File: src/rtl/ad_serial_rx.sv
// ad_serial_rx: dual-lane serial ADC controller and deserializer.
// Issues the load strobe, drives the serial clock, and returns each X/Y word pair with a valid pulse.
module ad_serial_rx #(
  parameter int DATA_W   = 16,
  parameter int CLK_DIV  = 2,
  parameter int LOAD_CYC = 2
) (
  input  logic              clk_i,
  input  logic              rst_n_i,
  input  logic              start_i,
  input  logic              auto_i,
  output logic              ad_data_en_o,
  output logic              ad_sclk_o,
  input  logic              ad_sd2_i,
  input  logic              ad_sd3_i,
  output logic [DATA_W-1:0] vx_o,
  output logic [DATA_W-1:0] vy_o,
  output logic              data_valid_o,
  output logic              busy_o
);
  localparam int DW = $clog2(CLK_DIV) + 1;
  localparam int LW = $clog2(LOAD_CYC) + 1;
  localparam int BW = $clog2(DATA_W) + 1;
  typedef enum logic [1:0] {IDLE, LOAD, SHIFT, DONE} state_t;
  state_t state;
  logic [DW-1:0] div;
  logic [LW-1:0] lcnt;
  logic [BW-1:0] bcnt;
  logic [DATA_W-1:0] sx, sy, nx, ny;
  logic wrap, fall, last;
  assign wrap = div == DW'(CLK_DIV - 1);
  // Sample on the sclk falling edge, a full half-period after the ADC updated its lanes.
  assign fall = wrap && ad_sclk_o;
  assign last = bcnt == BW'(DATA_W - 1);
  assign nx = {sx[DATA_W-2:0], ad_sd2_i};
  assign ny = {sy[DATA_W-2:0], ad_sd3_i};
  always_ff @(posedge clk_i or negedge rst_n_i) begin
    if (!rst_n_i) begin
      state        <= IDLE;
      div          <= '0;
      lcnt         <= '0;
      bcnt         <= '0;
      sx           <= '0;
      sy           <= '0;
      vx_o         <= '0;
      vy_o         <= '0;
      ad_data_en_o <= 1'b0;
      ad_sclk_o    <= 1'b0;
      data_valid_o <= 1'b0;
      busy_o       <= 1'b0;
    end else begin
      data_valid_o <= 1'b0;
      case (state)
        IDLE: if (start_i | auto_i) begin
          state        <= LOAD;
          ad_data_en_o <= 1'b1;
          busy_o       <= 1'b1;
          lcnt         <= '0;
        end
        LOAD: if (lcnt == LW'(LOAD_CYC - 1)) begin
          state        <= SHIFT;
          ad_data_en_o <= 1'b0;
          div          <= '0;
          bcnt         <= '0;
        end else lcnt <= lcnt + 1'b1;
        SHIFT: begin
          div <= wrap ? '0 : div + 1'b1;
          if (wrap) ad_sclk_o <= ~ad_sclk_o;
          if (fall) begin
            sx   <= nx;
            sy   <= ny;
            bcnt <= last ? '0 : bcnt + 1'b1;
            if (last) begin
              state        <= DONE;
              vx_o         <= nx;
              vy_o         <= ny;
              data_valid_o <= 1'b1;
            end
          end
        end
        DONE: begin
          state        <= auto_i ? LOAD : IDLE;
          ad_data_en_o <= auto_i;
          busy_o       <= auto_i;
          lcnt         <= '0;
        end
        default: begin
          state        <= IDLE;
          ad_data_en_o <= 1'b0;
          ad_sclk_o    <= 1'b0;
          busy_o       <= 1'b0;
        end
      endcase
    end
  end
endmodule

File: config.mk
export PLATFORM = sky130hd
export DESIGN_NAME = ad_serial_rx
export DESIGN_NICKNAME = d
export VERILOG_FILES = /design/src/rtl/ad_serial_rx.sv
export SDC_FILE = /design/constraint.sdc
export NUM_CORES = 1
export LEC_CHECK = 0
export ABC_AREA = 1
export BUFFER_PORTS_ARGS = -buffer_cell sky130_fd_sc_hd__buf_2
export CAP_MARGIN = 5
export CORE_AREA = 2 2 118 120
export CTS_BUF_LIST = sky130_fd_sc_hd__clkbuf_16
export DETAILED_ROUTE_END_ITERATION = 10
export DIE_AREA = 0 0 120 122
export PLACE_DENSITY = 0.45
export SLEW_MARGIN = 20
export SYNTH_ARGS = -nofsm -noshare
export SYNTH_HDL_FRONTEND = slang
export SYNTH_SLANG_ARGS = --single-unit
File: constraint.sdc
create_clock -name clk_i -period 1.6 [get_ports clk_i]
set_input_delay 0.24 -clock clk_i [delete_from_list [all_inputs] [get_ports clk_i]]
set_output_delay 0.24 -clock clk_i [all_outputs]
set_load 0.02 [all_outputs]
After elaboration in Yosys (flattened, before gate mapping)
Index checks and enable logic that the tools add are counted.

Register bits after elaboration: 77. Word-level logic and storage cells: 65. Input port bits: 6. Output and inout port bits: 36.

Equal/unequal tests: 11. Add/sub/neg operators: 3. Bitwise gates (word level): 2. Mux-type cells: 23. Reduce and logical (&&, ||, !) cells: 14.

Operator list (count): $mux W2 (8); $mux W5 (3); $reduce_and A3 Y1 (4); $ne A2 B2 Y1 const B (5); $pmux W5 S2 (1); $pmux W2 S4 (1); $reduce_and A2 Y1 (4); $eq A2 B1 Y1 const B (3); $mux W1 (6); $pmux W2 S3 (1); $add A5 B1 Y5 const B (1); $eq A5 B4 Y1 const B (1); $add A2 B1 Y2 const B (2); $eq A2 B2 Y1 const B (2); $pmux W2 S2 (1); $reduce_and A4 Y1 (1); $reduce_bool A2 Y1 (2); $pmux W1 S3 (1); $reduce_bool A3 Y1 (1); $logic_not A2 Y1 (1); $pmux W1 S2 (1); $logic_and A1 B1 Y1 (1); $not A1 Y1 (1); $or A1 B1 Y1 (1).

Longest topological paths before layout
Gate-level depths: netlist (run 1).

Depth in word-level cells: 4. Gate-level depth with buffers: 9. Depth with buffers taken out: 9.

Least setup slack after synthesis (run 1)
OpenSTA, ideal clock, no wires.

Kind: reg2reg. Start point: reg state[0]. End point: reg bcnt[3]. Arrival time: 1298 ps. Data required time: 1484 ps. Path slack: 185 ps. Path buffers: 1. Clock period less this slack: 1415 ps. Setup time: 116 ps. Stages on the path, launching flop included: 10. Path through: dfrtp_1 -> inv_1 -> ha_1 -> buf_4 -> nor2_1 -> nor2_2 -> nand2_1 -> nor2_2 -> nand2_1 -> nand2_1.

Cells in the longest elaborated chain, start to end: 3. Elaborated cells on any way between the ends: 7. Those cells by class: 4 x eq/ne; 1 x mux; 2 x reduce/logical.

RTL lines: from (decl) (line 25) `state_t state;`; from (signal assigned) (line 82) `state <= auto_i ? LOAD : IDLE;`; $eq A2 B2 Y1 / $eq A2 B1 Y1 (equally long branches) (line 53) `case (state)`; $ne A2 B2 Y1 (no line) / $reduce_bool A2 Y1 (equally long branches); $reduce_and A3 Y1 (no line); to (signal assigned) (line 72) `bcnt <= last ? '0 : bcnt + 1'b1;`; to (decl) (line 28) `logic [BW-1:0] bcnt;`.

Several ways; a longest one is shown, not always the timed one. A chain may end at the register's enable or synchronous reset.

Worst setup path in the final report (run 1)
Start point: reg state[1]. End point: reg bcnt[3].

The elaborated chain is that of the path after synthesis.

==> results of run 1 <==
logic make-up after synthesis:
family                     after synthesis  share of synthesized area [%]
adders and majority gates                7                           2.66
and+or+nand+nor                        120                           15.3
DFF                                     77                           58.6
xor gates and xnor gates                 3                          0.799
buffers and inverters                   59                           8.33
AOI/OAI and AO/OA                       72                           14.4
cells in the mapped netlist, types with 2 or more instances:
| library cell | n |
|---|---|
| o21ai_0 | 37 |
| nand3_1 | 8 |
| buf_2 | 3 |
| nand2_1 | 94 |
| dfrtp_1 | 77 |
| a21oi_1 | 5 |
| o21ai_2 | 30 |
| inv_1 | 46 |
| ha_1 | 7 |
| xor2_1 | 2 |
| buf_6 | 6 |
| clkbuf_1 | 3 |
| nor2_1 | 10 |
| nor2_2 | 2 |
path summary, 6_finish.rpt:
path	endpoint	slack (ps)	cells past startpoint
worst max-delay path	bcnt[3]$_DFFE_PN0P_	140	9
worst min-delay path	vy_o[0]$_DFFE_PN0P_	180	3
worst max register to register	bcnt[3]$_DFFE_PN0P_	140	9
worst min register to register	vx_o[8]$_DFFE_PN0P_	470	2
max in group asynchronous	state[1]$_DFFE_PN0P_	780	3
min in group asynchronous	sx[9]$_DFFE_PN0P_	460	3
per-stage QoR:
step	instance area, um2	cells	setup slack (ps)
CTS	4000	570	51.5
detailed placement	3700	553	-81.0
global route	4020	570	7.31
floorplan	3290	338	185
global placement	3700	553	-2.24
finish	4020	570	140
power by group:
group	internal, uW	switching (uW)
logic	471	893
clock network	1180	788
registers	2200	155
sequential cells by signal, summed over array words and instances, names as in the netlist, 2 cells and up:
register	flops
lcnt	2
sx	15
vx_o	16
bcnt	5
sy	15
vy_o	16
div	2
state	2
final cells by class:
class	count	area, um2
flip-flops and latches	77	1930
multi-input cells	202	1110
repair buffers	49	295
clock inverters	7	58.8
clock buffers	9	225
fillers	1443	9490
inverters	46	173
well taps	180	225
layer usage:
layer  wire, um  share of wire, %  GRT usage [%]
met5          0                 0              0
met4        114               1.8           3.75
met3        266               4.2           4.35
met2       2920                47           14.7
met1       2980                47           11.7
worst reg2reg max path, delay by kind of cell, from the launching register on:
family        cells  cell delay [ps]
fa+ha+maj         1              240
simple gates      6              480
buf+inv           2              190
flops             1              440
repair_timing:
action	in CTS	in global routing
setup endpoints to repair	4	10
gates resized for setup	3	6
hold endpoints to repair	77	0
hold buffers	1	0
==> impl_results.md, run 1 <==
- Setup TNS Final: 0 ps
- Hold path start: ad_sd3_i
- Largest net degree at the start of global routing: 78
- Row count: 43
- Pwr Density: 1420 mW/mm2
- # diodes: 0
- Fin. Hold Viols: 0
- Slew HR: 72.0%
- First-pass GRT wire length: 10.7 mm
- Sequential fraction of the synthesis area: 58.6%
- DR vias: 2,274
- Min cycle time layout: 1460 ps
- Gpl congestion: 0.767
- Yosys synthesis warning count: 0
- Most common cell after layout, fill and taps aside: nand2_1
- Starting DRT DRC Count: 110
- Synthesis-to-finish area growth: 22.2%
- Setup Fix Bufs, Post-CTS: 0
- Clk root buf: clkbuf_16
- Hpwl dp: 4.10 mm
- Final setup fails: 0
- Worst EP required: 1830 ps
- DR pass1 iterations: 4
- Die width: 120 um
- H-tree depth: 3
- RSZ-0062 raised after global routing: false
- Die height: 122 um
- Routed wire length: 6.28 mm
- Core area: 0.0135 mm2
- Critical path peak fanout: 6
- CTS tree: built
- TritonCTS Buffers: 9
- GRT Overall Usage: 9.58%
- Most used DFF post-synth: dfrtp_1
- Ports: 42
- Clock sinks: 77
- Number of synthesized register bits: 77
- Max-Cap Viols: 0
- CP startpoint kind: register
- Synth Cell Area: 0.00329 mm2
- Initial Util: 24.4%
- Leakage Power: 0.00195 uW
- Synth unique cells: 22
- Remaining DRCs: 0
- Dominant cell type by area after synthesis: dfrtp_1
- Critical path class: register to register
- Largest cells by area after synthesis: dfrtp_1, nand2_1, o21ai_2
- Async SR Flop Fraction: 100%
- Status: complete, no violations
- Die area: 0.0146 mm2
- Design Power: 5690 uW
- Vias in the first global route: 2,193
- Peak Freq: 0.685 GHz
- Worst-path clk slew: 60 ps
- Per-cell routed wire length: 11.0 um
- Peak supply drop: 0.000821 V
- WP data arrival: 1690 ps
- Layout Skew: 6.57 ps
- Net Count, Synth: 351
- Vias per inst: 3.99
- Initial antenna violation count: 0
- Delay-heaviest family, CP: simple AND/OR/NAND/NOR gates
- Crit. End Element: register
- Fin crit share: 91.2%
- R2r startpoint: state[1]$_DFFE_PN0P_
- Max clock buf depth: 2
- Worst setup startpoint: state[1]$_DFFE_PN0P_
- Post-layout net count: 398
- Critical-path top delay cell: dfrtp_2
- Max Transition Viols Final: 0
- Proportion of netlist area held by the largest area contributor: 58.6%
- IO Port Bufs: 41
- Post-synth EDFFs: 0
- CP Cell Sequence: inv_1, ha_2, inv_2, nor2_4, nor2_2, nand2_2, nor2_2, nand2_1, nand2_1
- Critical path buffer and inverter count: 2
- Hold/Removal Path Class: input pin to register
- Congestion Overflow GR: 0
- Hold Slack: 177 ps
- Slew @ Worst Pin: 420 ps
- Commonest cells after routing, fill and taps aside: nand2_1, dfrtp_1, inv_1
- Util after Layout: 29.8%
- Remaining antenna violation count after routing: 0
- Layout cells sized above 1: 26.4%
- Slowest cell delay on critical path: 440 ps
- Syn Inst Count: 338
- Avg Inst Size Synth: 9.73 um2
- Worst-Skew Late Latency: 340 ps
(Power assumes the default switching activity.)
==> run 2: changes to the inputs <==
==> constraint.sdc (replaced) <==
create_clock -name clk_i -period 1.6 [get_ports clk_i]
set_input_delay 0.32 -clock clk_i [delete_from_list [all_inputs] [get_ports clk_i]]
set_output_delay 0.32 -clock clk_i [all_outputs]
set_load 0.02 [all_outputs]
==> run 2 against run 1 <==
Final cell count decreased by 0.18%. Power about the same. Sequential share of layout area increased by 0.12 points. Routed wire length decreased by 0.32%. Via count decreased by 0.18%. Die area unchanged. Cell area decreased by 0.25%. Clock power about the same. Clock-buffer cell count unchanged. Clock skew about the same. The run now ends with negative hold slack left. Core utilization decreased by 0.074 points.
==> impl_results.md, run 2 (synthesized netlist as in run 1, its figures left out) <==
- Routed wire length: 6.26 mm
- Switching pwr: 1830 uW
- Top flop regs: vx_o x16, vy_o x16
- Max-Cap Viols: 0
- Initial antenna violation count: 0
- Status: complete, but fails checks
- Worst-path clk slew: 60 ps
- Vias per inst: 3.99
- CP startpoint kind: register
- Die width: 120 um
- Layout cells sized above 1: 26.5%
- Starting DRT DRC Count: 112
- IO Port Bufs: 41
- Cts hold-fix bufs: 0
- Peak Freq: 0.685 GHz
- Clock sinks: 77
- Switching portion of total power: 32.2%
- Leakage Power: 0.00195 uW
- Critical path class: register to register
- Fin. Hold Viols: 8
- TritonCTS Buffers: 9
- First-pass GRT wire length: 10.7 mm
- Initial Util: 24.4%
- Hold Slack: -8.72 ps
- Critical path peak fanout: 6
- Final setup fails: 0
- Die area: 0.0146 mm2
- Min cycle time layout: 1460 ps
- Per-cell routed wire length: 11.0 um
- # diodes: 0
- Crit. End Element: register
- Clk root buf: clkbuf_16
- Internal: 3850 uW
- Violated checks: negative hold slack
- Hpwl dp: 4.10 mm
- Post-Layout Cell Count: 569
- Setup TNS Final: 0 ps
- CTS tree: built
- Remaining DRCs: 0
- Clock power share: 34.7%
- Design area: 0.00401 mm2
- Largest net degree at the start of global routing: 78
- Vias in the first global route: 2,190
- Seq pwr share: 41.4%
- Peak supply drop: 0.000820 V
- Final WS setup: 140 ps
- DR pass1 iterations: 4
- Util after Layout: 29.7%
- Layout Skew: 6.72 ps
- Max Transition Viols Final: 0
- Row count: 43
- RSZ-0062 raised after global routing: false
- Die height: 122 um
- GRT Overall Usage: 9.57%
- Comb pwr share: 23.9%
- Post-layout net count: 397
- DR vias: 2,270
- Pre-CTS setup slack: -81.0 ps
- H-tree depth: 3
- Slew HR: 72.1%
- Synthesis-to-finish area growth: 21.9%
- Pwr Density: 1420 mW/mm2
- Gpl congestion: 0.767
- Commonest cells after routing, fill and taps aside: nand2_1, dfrtp_1, inv_1
- Worst EP required: 1830 ps
- Remaining antenna violation count after routing: 0
- Fin crit share: 91.2%
- Hold/Removal Path Class: input pin to asynchronous set/reset pin
- Ports: 42
- Congestion Overflow GR: 0
- Max clock buf depth: 2
- Slew @ Worst Pin: 419 ps
- Worst-Skew Late Latency: 340 ps
- Cells after DPL: 553
- Core area: 0.0135 mm2
- Post-DP Area: 0.00370 mm2
- WP data arrival: 1690 ps
- Most common cell after layout, fill and taps aside: nand2_1
## run 2: cell types whose count changed in the layout (fill, tap and decap cells not counted)
cell / previous run / this run
dlygate4sd3_1: 1 / 0
## run 2: repair_timing
action / 4_1_cts / 5_1_grt
gates resized for setup: 3 / 6
setup buffers: 0 / 0
endpoints found under the setup margin: 4 / 10
## run 2: worst paths after layout
check | from | end | slack, ps | cells past startpoint
worst max-delay path | state[1]$_DFFE_PN0P_ | bcnt[3]$_DFFE_PN0P_ | 140 | 9
worst min-delay path | rst_n_i | sx[9]$_DFFE_PN0P_ | -9 | 2
worst max register to register | state[1]$_DFFE_PN0P_ | bcnt[3]$_DFFE_PN0P_ | 140 | 9
worst min register to register | vx_o[8]$_DFFE_PN0P_ | vx_o[8]$_DFFE_PN0P_ | 470 | 2
max in group asynchronous | rst_n_i | state[1]$_DFFE_PN0P_ | 1250 | 2
min in group clk_i | ad_sd3_i | vy_o[0]$_DFFE_PN0P_ | 260 | 3
## run 2: per-layer routing
metal	GRT usage, %	vias to the layer above	share of wire, %	wire [um]
li1	-	1154	-	-
met1	11.7	1069	47	2970
met2	14.7	35	47	2910
met3	4.35	12	4.2	266
met4	3.75	0	1.8	114
met5	0	-	0	0
## run 2: layout make-up
type	instances	area (um2)
fillers	1443	9500
flip-flops and latches	77	1930
multi-input cells	202	1110
repair buffers	48	285
clock buffers	9	225
well taps	180	225
inverters	46	173
clock inverters	7	58.8
## run 2: worst max-delay path: stages, from the launching register on
cell and delay [ps]:
dfrtp_2 440, inv_1 120, ha_2 240, inv_2 70, nor2_4 120, nor2_2 60, nand2_2 120, nor2_2 60
nand2_1 70, nand2_1 50
## run 2: through the flow
step	power (uW)	hold slack, ps
finish	5690	-8.72
global route	6130	22.8
CTS	5740	13.3
detailed placement	3700	388
global placement	3670	382
floorplan	3330	24.4
## run 2: power by group through the flow
stage / registers (uW) / logic (uW) / clock network [uW]
global route: 2390 / 1590 / 2150
floorplan: 2400 / 930 / 0
detailed placement: 2380 / 1320 / 0
global placement: 2380 / 1290 / 0
CTS: 2350 / 1340 / 2050
finish: 2350 / 1360 / 1970
==> run 3: changes to the inputs <==
- CTS_BUF_LIST: sky130_fd_sc_hd__clkbuf_16 -> unset
- HOLD_SLACK_MARGIN: unset -> 0.05
==> run 3 against run 2 <==
The flow now finishes without violations. Routed wire length hardly changed. Non-clock buffer count is 1 higher. Clock-buffer cell count is 3 higher. Highest routed layer unchanged. Cell area is 0.50% higher. Fmax hardly changed. Die area stayed put. Register-to-register slack hardly changed. Clock skew hardly changed. Power is 1.1% higher. Final cell count is 0.18% higher. Flip-flop and latch count stayed put. Via count is 0.53% lower.
==> impl_results.md, run 3 (synthesized netlist as in run 1, its figures left out) <==
- Remaining antenna violation count after routing: 0
- Vias in the first global route: 2,192
- Final setup fails: 0
- DR pass1 iterations: 4
- R2R Path End: bcnt[3]$_DFFE_PN0P_
- Layout Skew: 6.44 ps
- Min cycle time layout: 1460 ps
- # diodes: 0
- Slew HR: 72.2%
- Delay-heaviest family, CP: simple AND/OR/NAND/NOR gates
- M1 WL: 2.99 mm
- Vias per inst: 3.96
- CP startpoint kind: register
- Fillcell total: 1,443
- Worst EP required: 1830 ps
- Remaining DRCs: 0
- Initial Util: 24.4%
- Critical-path top delay cell: dfrtp_2
- Crit. End Element: register
- CP Cell Sequence: inv_1, ha_2, inv_2, nor2_4, nor2_2, nand2_2, nor2_2, nand2_1, nand2_1
- Congestion Overflow GR: 0
- Clock sinks: 77
- Pwr Density: 1430 mW/mm2
- Hpwl dp: 4.10 mm
- R2r startpoint: state[1]$_DFFE_PN0P_
- GRT Overall Usage: 9.58%
- TritonCTS Buffers: 9
- Die height: 122 um
- Critical path buffer and inverter count: 2
- Hold path start: ad_sd3_i
- Most common cell after layout, fill and taps aside: nand2_1
- RSZ-0062 raised after global routing: false
- Layout cells sized above 1: 26.7%
- Met3 routed wirelength: 266 um
- Peak supply drop: 0.000820 V
- Max clock buf depth: 2
- Hold/Removal Path Class: input pin to register
- Hold EP: vy_o[0]$_DFFE_PN0P_
- Synthesis-to-finish area growth: 22.5%
- Fin crit share: 91.2%
- H-tree depth: 3
- Fin. Hold Viols: 0
- Status: complete, no violations
- Max Transition Viols Final: 0
- Post-layout net count: 398
- DR vias: 2,258
- Routed wire length: 6.26 mm
- Critical path class: register to register
- Max-Cap Viols: 0
- Initial antenna violation count: 0
- Post-DP Area: 0.00370 mm2
- Setup Fix Bufs, Post-CTS: 0
- IO Port Bufs: 41
- Gpl congestion: 0.767
- Slowest cell delay on critical path: 440 ps
- Setup TNS Final: 0 ps
- Ports: 42
- Critical path peak fanout: 6
- Hold depth: 3
- Commonest cells after routing, fill and taps aside: nand2_1, dfrtp_1, inv_1
- Util after Layout: 29.8%
- Die width: 120 um
- Reg2Reg Setup Slack: 140 ps
- Die area: 0.0146 mm2
- Peak Freq: 0.685 GHz
- Clk root buf: clkbuf_16
- Row count: 43
- Starting DRT DRC Count: 123
- Largest net degree at the start of global routing: 78
- Per-cell routed wire length: 11.0 um
- Design area: 0.00403 mm2
- Routed wl met2: 2.89 mm
- Worst-Skew Late Latency: 340 ps
- Leakage Power: 0.00195 uW
- Top sig layer: met4
- Top flop regs: vx_o x16, vy_o x16
- First-pass GRT wire length: 10.7 mm
- Core area: 0.0135 mm2
- Slew @ Worst Pin: 417 ps
- WP data arrival: 1690 ps
- CTS tree: built
- Worst-path clk slew: 60 ps
- Worst r2r path cells: 9
## run 3: cell types whose count changed in the layout (fill, tap and decap cells not counted)
| cell | previous run | this run |
|---|---|---|
| clkbuf_1 | 0 | 2 |
| inv_1 | 47 | 45 |
| clkbuf_8 | 0 | 1 |
| clkinv_1 | 1 | 0 |
| dlygate4sd3_1 | 0 | 1 |
## run 3: power breakdown
group	leakage (uW)	internal [uW]	total, uW	switching, uW
sequential	0.00104	2200	2360	156
combinational	0.000770	471	1360	892
clock	0.000143	1250	2040	789
total	0.00195	3920	5750	1840
## run 3: metal layers
| layer | up-vias | GRT usage, % |
|---|---|---|
| met5 | - | 0 |
| met4 | 0 | 3.75 |
| met3 | 12 | 4.35 |
| met2 | 35 | 14.7 |
| met1 | 1056 | 11.7 |
| li1 | 1155 | - |
## run 3: worst max-delay path by stage
| stage | start | to | slack, ps | depth (start not counted) |
|---|---|---|---|---|
| 6_report | state[1]$_DFFE_PN0P_ | bcnt[3]$_DFFE_PN0P_ | 140 | 9 |
| 5_1_grt | bcnt[0]$_DFFE_PN0P_ | vy_o[6]$_DFFE_PN0P_ | 7 | 7 |
| 4_1_cts | state[1]$_DFFE_PN0P_ | bcnt[3]$_DFFE_PN0P_ | 50 | 9 |
| 3_5_place_dp | state[1]$_DFFE_PN0P_ | bcnt[3]$_DFFE_PN0P_ | -80 | 9 |
| 3_3_place_gp | state[1]$_DFFE_PN0P_ | bcnt[3]$_DFFE_PN0P_ | -2 | 9 |
| 2_1_floorplan | state[0]$_DFFE_PN0P_ | bcnt[3]$_DFFE_PN0P_ | 190 | 9 |
## run 3: worst min-delay path, stage by stage
cell	delay [ps]
buf_2	90
inv_1	70
o21ai_2	60
## run 3: per-stage QoR
step	total power, uW	instances	hold slack [ps]	setup WS [ps]
2_1_floorplan	3330	338	24.4	185
3_3_place_gp	3670	553	382	-2.24
3_5_place_dp	3700	553	388	-81.0
4_1_cts	5800	570	248	51.5
5_1_grt	6190	570	250	7.31
6_report	5750	570	257	140
## run 3: final cells by class
class	count	area [um2]	area share [%]
sequential	77	1930	47.9
clock buffer	12	246	6.12
timing repair buffer	49	295	7.33
clock inverter	4	47.5	1.18
multi-input combinational	202	1110	27.6
inverter	46	173	4.29
tap	180	225	5.59
## run 3: repair_timing
| item | CTS | global route |
|---|---|---|
| hold buffers | 1 | 0 |
| gates resized for setup | 3 | 6 |
| hold endpoints to repair | 77 | 0 |
| endpoints found under the setup margin | 4 | 10 |
